<file path="src/rtl/divider_param.sv">
// Iterative restoring divider: one quotient bit per cycle, valid/ready operand and result streams.
// Define DIVIDER_SIGNED_EN for two's-complement operands (adds a SIGNFIX state).
module divider_param #(
    parameter int WIDTH = 16
) (
    input  logic             clk,
    input  logic             arst,
    input  logic [WIDTH-1:0] dividend_data,
    input  logic             dividend_valid,
    output logic             dividend_ready,
    input  logic [WIDTH-1:0] divisor_data,
    input  logic             divisor_valid,
    output logic             divisor_ready,
    output logic [WIDTH-1:0] quotient_data,
    output logic [WIDTH-1:0] remainder_data,
    output logic             div_by_zero,
    output logic             quotient_valid,
    input  logic             quotient_ready,
    output logic             busy
);

    localparam int CW = $clog2(WIDTH);

`ifdef DIVIDER_SIGNED_EN
    typedef enum logic [2:0] {S_IDLE, S_CALC, S_ZERO, S_SIGNFIX, S_DONE} state_t;
`else
    typedef enum logic [1:0] {S_IDLE, S_CALC, S_ZERO, S_DONE} state_t;
`endif

    state_t           r_state;
    logic [CW-1:0]    r_cnt;
    logic [WIDTH-1:0] r_rem;
    logic [WIDTH-1:0] r_q;
    logic [WIDTH-1:0] r_divisor;
    logic             r_ready;
    logic             r_busy;
    logic             r_valid;
    logic [WIDTH-1:0] r_quot;
    logic [WIDTH-1:0] r_remd;
    logic             r_dbz;
`ifdef DIVIDER_SIGNED_EN
    logic             r_neg_q;
    logic             r_neg_r;
`endif

    logic             w_accept;
    logic [WIDTH-1:0] w_dvd_mag;
    logic [WIDTH-1:0] w_dvs_mag;
    logic [WIDTH:0]   w_rem_shift;
    logic [WIDTH:0]   w_diff;
    logic             w_ge;
    logic [WIDTH-1:0] w_q_next;
    logic [WIDTH-1:0] w_rem_next;

    assign w_accept = r_ready & dividend_valid & divisor_valid;

`ifdef DIVIDER_SIGNED_EN
    assign w_dvd_mag = dividend_data[WIDTH-1] ? (-dividend_data) : dividend_data;
    assign w_dvs_mag = divisor_data[WIDTH-1]  ? (-divisor_data)  : divisor_data;
`else
    assign w_dvd_mag = dividend_data;
    assign w_dvs_mag = divisor_data;
`endif

    // Partial remainder kept one bit wider so the shifted value never overflows;
    // the sign of the difference doubles as the compare result.
    assign w_rem_shift = {r_rem, r_q[WIDTH-1]};
    assign w_diff      = w_rem_shift - {1'b0, r_divisor};
    assign w_ge        = ~w_diff[WIDTH];
    assign w_q_next    = {r_q[WIDTH-2:0], w_ge};
    assign w_rem_next  = w_ge ? w_diff[WIDTH-1:0] : w_rem_shift[WIDTH-1:0];

    always_ff @(posedge clk or posedge arst) begin
        if (arst) begin
            r_state   <= S_IDLE;
            r_cnt     <= '0;
            r_rem     <= '0;
            r_q       <= '0;
            r_divisor <= '0;
            r_ready   <= 1'b1;
            r_busy    <= 1'b0;
            r_valid   <= 1'b0;
            r_quot    <= '0;
            r_remd    <= '0;
            r_dbz     <= 1'b0;
`ifdef DIVIDER_SIGNED_EN
            r_neg_q   <= 1'b0;
            r_neg_r   <= 1'b0;
`endif
        end else begin
            case (r_state)
                S_IDLE: begin
                    if (w_accept) begin
                        r_ready   <= 1'b0;
                        r_busy    <= 1'b1;
                        r_rem     <= '0;
                        r_cnt     <= CW'(WIDTH - 1);
                        r_divisor <= w_dvs_mag;
`ifdef DIVIDER_SIGNED_EN
                        r_neg_q   <= dividend_data[WIDTH-1] ^ divisor_data[WIDTH-1];
                        r_neg_r   <= dividend_data[WIDTH-1];
`endif
                        // ZERO reports the raw dividend, so keep it unmodified there.
                        if (divisor_data == '0) begin
                            r_q     <= dividend_data;
                            r_state <= S_ZERO;
                        end else begin
                            r_q     <= w_dvd_mag;
                            r_state <= S_CALC;
                        end
                    end
                end
                S_CALC: begin
                    r_rem <= w_rem_next;
                    r_q   <= w_q_next;
                    if (r_cnt == '0) begin
`ifdef DIVIDER_SIGNED_EN
                        r_state <= S_SIGNFIX;
`else
                        r_quot  <= w_q_next;
                        r_remd  <= w_rem_next;
                        r_dbz   <= 1'b0;
                        r_valid <= 1'b1;
                        r_state <= S_DONE;
`endif
                    end else begin
                        r_cnt <= r_cnt - CW'(1);
                    end
                end
`ifdef DIVIDER_SIGNED_EN
                S_SIGNFIX: begin
                    r_quot  <= r_neg_q ? (-r_q) : r_q;
                    r_remd  <= r_neg_r ? (-r_rem) : r_rem;
                    r_dbz   <= 1'b0;
                    r_valid <= 1'b1;
                    r_state <= S_DONE;
                end
`endif
                S_ZERO: begin
                    r_quot  <= '1;
                    r_remd  <= r_q;
                    r_dbz   <= 1'b1;
                    r_valid <= 1'b1;
                    r_state <= S_DONE;
                end
                S_DONE: begin
                    if (quotient_ready) begin
                        r_valid <= 1'b0;
                        r_ready <= 1'b1;
                        r_busy  <= 1'b0;
                        r_state <= S_IDLE;
                    end
                end
                default: r_state <= S_IDLE;
            endcase
        end
    end

    assign dividend_ready = r_ready;
    assign divisor_ready  = r_ready;
    assign quotient_data  = r_quot;
    assign remainder_data = r_remd;
    assign div_by_zero    = r_dbz;
    assign quotient_valid = r_valid;
    assign busy           = r_busy;

endmodule

</file>
<file path="config.mk">
export PLATFORM = sky130hd
export DESIGN_NAME = divider_param
export DESIGN_NICKNAME = d
export VERILOG_FILES = /design/src/rtl/divider_param.sv
export SDC_FILE = /design/constraint.sdc
export NUM_CORES = 1
export LEC_CHECK = 0
export BUFFER_PORTS_ARGS = -buffer_cell sky130_fd_sc_hd__buf_2
export CORE_MARGIN = 8
export CORE_UTILIZATION = 35
export CTS_CLUSTER_DIAMETER = 30
export DETAILED_ROUTE_END_ITERATION = 6
export SETUP_SLACK_MARGIN = 0.3
export SLEW_MARGIN = 20
export SYNTH_ARGS = -nofsm -noshare
export SYNTH_HDL_FRONTEND = slang
export SYNTH_SLANG_ARGS = --single-unit
</file>
<file path="constraint.sdc">
create_clock -name clk -period 3.55 [get_ports clk]
set_clock_uncertainty 0.1 [all_clocks]
set_input_delay 0.8875 -clock clk [delete_from_list [all_inputs] [get_ports clk]]
set_output_delay 0.8875 -clock clk [all_outputs]
set_load 0.05 [all_outputs]
</file>
==> results.cfg <==
[status]
outcome = finished, final reports clean

[cts]
insertion_delay_ns = 0.35
clk_pin_slew_ns = 0.07
cts_max_level = 3
cts_root_buffer = clkbuf_16
cts_buffers = 9
cts.sinks = 90
clk_path_buf_depth = 2
cts_tree = built
postCtsHoldBufs = 0

[floorplan]
start_util_pct = 35.7
die-area_mm2 = 0.0182
coreArea_mm2 = 0.0138
dieWidth_um = 135
row_count = 43
boundaryPins = 74
fp.dieH_um = 135

[cells_and_area]
nFillCells = 1319
num_antenna_cells = 0
layout_commonest_cell = dfrtp_1
final_cell_mix = dfrtp_1, buf_2, o21ai_0
fin_nets = 629
drive_gt1_share_pct = 25.3
area_growth_pct = 20.6

[yosys]
synth-seq-cells = 90
synthArstFlopShare_pct = 100
synth.net_count = 552
avgSynthCellArea_um2 = 10.0
synth_flop_cell = dfrtp_1
synth_area_mm2 = 0.00493
yosys_warnings = 0
synth_seq_area_share_pct = 45.7
synthCells = 492
synth_cell_type_count = 59
synth-edff-count = 0

[sta]
setup_viol = 0
post-route-period-util_pct = 87.5
report.final.slew_viol_count = 0
finalHoldViolations = 0
relSlewSlack_pct = 42.5
fmax_mhz = 322
grt_setup_unrepaired = false
fin_crit_ns = 3.10
worst_slew_pin_slew_ns = 0.853
fin_tns_setup_ns = 0

[setup_path]
crit_path_max_fanout = 8
slowest_delay_ns = 0.38
cp-start-kind = register
critPathKind = register to register
crit_arrival_ns = 3.21
cp_top_family = compound AO/OA/AOI/OAI gates
critPathBufInv = 3
crit_chain = inv_2 > ha_1 > inv_1 > fa_2 > a211oi_2 > o21ai_2 > or3_4 > a211oi_4 > xnor2_4 > buf_12 > mux2i_2 > a21oi_1
crit_required_ns = 3.65
critPathSlowestCell = dfrtp_1
critPathCaptureType = register

[grt]
grt_overflow_total = 0
grt_pass1_vias = 4138
antenna_found_initial = 0
grt_max_degree = 47
track_usage_pct = 14.9
grt_pass1_wl_mm = 21.6

[placed_design]
port_buffers = 73
place_hpwl_mm = 9.82
routabilityCongestion = 0.809

[route]
routedWlPerCell_um = 17.6
ant_nets = 0
vias_per_cell = 5.35
drtIter0Drc = 290
wl_mm = 13.3
drc_errors = 0
via_count = 4037
drt-pass1-iter-count = 4

[job]
drv_cap = 0

[hold_path]
min_path_type = register to register
## registers in the layout, summed over array words and instances, names as in the netlist
signal	flops
r_q	16
r_cnt	4
r_state	2
busy	1
quotient_valid	1
r_divisor	16
remainder_data	16
r_rem	16
div_by_zero	1
dividend_ready	1
quotient_data	16
## cells by family after synthesis
| group | count (synthesis) | share of synthesized area (%) |
|---|---|---|
| buffers and inverters | 55 | 4.44 |
| AOI/OAI and AO/OA | 161 | 21.0 |
| DFF | 90 | 45.7 |
| muxes | 47 | 9.99 |
| adders and majority gates | 23 | 5.98 |
| and+or+nand+nor | 102 | 10.0 |
| xor gates and xnor gates | 14 | 2.87 |
## metrics by stage
step / hold WS (ns) / cells / utilization, % / cell area, µm² / setup WS [ns]
floorplan: 0.350 / 492 / - / 4940 / 0.577
global route: 0.420 / 754 / 43.1 / 5950 / 0.292
detailed placement: 0.387 / 730 / 39.9 / 5520 / 0.302
CTS: 0.400 / 750 / 42.4 / 5870 / 0.365
global placement: 0.376 / 730 / 39.9 / 5520 / 0.381
finish: 0.392 / 754 / 43.1 / 5950 / 0.445
## final timing paths
| kind | from | endpoint | slack [ns] | depth (start not counted) |
|---|---|---|---|---|
| setup / recovery | r_q[15]$_DFFE_PP0P_ | remainder_data[12]$_DFFE_PP0P_ | 0.45 | 12 |
| hold / removal | div_by_zero$_DFFE_PP0P_ | div_by_zero$_DFFE_PP0P_ | 0.39 | 1 |
| setup reg to reg | r_q[15]$_DFFE_PP0P_ | remainder_data[12]$_DFFE_PP0P_ | 0.45 | 12 |
| hold reg to reg | div_by_zero$_DFFE_PP0P_ | div_by_zero$_DFFE_PP0P_ | 0.39 | 1 |
| max in group asynchronous | arst | dividend_ready$_DFFE_PP1P_ | 1.99 | 3 |
| min in group asynchronous | arst | remainder_data[11]$_DFFE_PP0P_ | 0.59 | 2 |
## cell type report
| class | instances | area [µm²] | share of cell area [%] |
|---|---|---|---|
| inverter | 29 | 113 | 1.89 |
| clock inverter | 6 | 66.3 | 1.11 |
| multi-input combinational | 347 | 2510 | 42.2 |
| tap | 180 | 225 | 3.78 |
| sequential | 90 | 2250 | 37.9 |
| timing repair buffer | 92 | 544 | 9.14 |
| clock buffer | 10 | 239 | 4.01 |
## what timing repair did
action	in CTS	in global routing
gates resized for setup	0	14
setup buffers	4	4
pin swaps	1	4
endpoints found under the setup margin	1	22
## cells in the mapped netlist, drive strengths merged, types with 3 or more instances
| cell type | count | area [µm²] |
|---|---|---|
| mux2 | 18 | 203 |
| xor2 | 7 | 61.3 |
| a211oi | 3 | 40.0 |
| xnor2 | 7 | 80.1 |
| mux2i | 29 | 290 |
| dfrtp | 89 | 2230 |
| nor2 | 16 | 60.1 |
| buf | 7 | 38.8 |
| or3 | 15 | 98.8 |
| nand3 | 5 | 25.0 |
| a21oi | 44 | 220 |
| nor3 | 4 | 20.0 |
| o31ai | 4 | 30.0 |
| ha | 22 | 275 |
| a21o | 7 | 52.6 |
| clkbuf | 19 | 71.3 |
| and2 | 3 | 18.8 |
| nand2 | 44 | 165 |
| a31oi | 4 | 25.0 |
| a221o | 17 | 170 |
| o21a | 7 | 52.6 |
| inv | 29 | 109 |
| o21ai | 56 | 284 |
## worst reg2reg max path, delay by kind of cell, from the launching register on
family          cells  cell delay, ns
compound gates      4            0.79
fa+ha+maj           2            0.53
flops               1            0.38
simple gates        1            0.36
buf+inv             3            0.34
xor+xnor            1            0.24
mux                 1            0.23
## layer usage
| metal | up-vias | global-route usage [%] | share of wire, % |
|---|---|---|---|
| li1 | 1949 | - | - |
| met1 | 1993 | 18.1 | 44 |
| met2 | 76 | 25.5 | 51 |
| met3 | 19 | 3.16 | 3.8 |
| met4 | 0 | 4.99 | 1.8 |
| met5 | - | 0 | 0 |
Power is left out: the tool's default activity adds up to more than one toggle a clock period on the data nets, which glitch-free logic cannot reach.
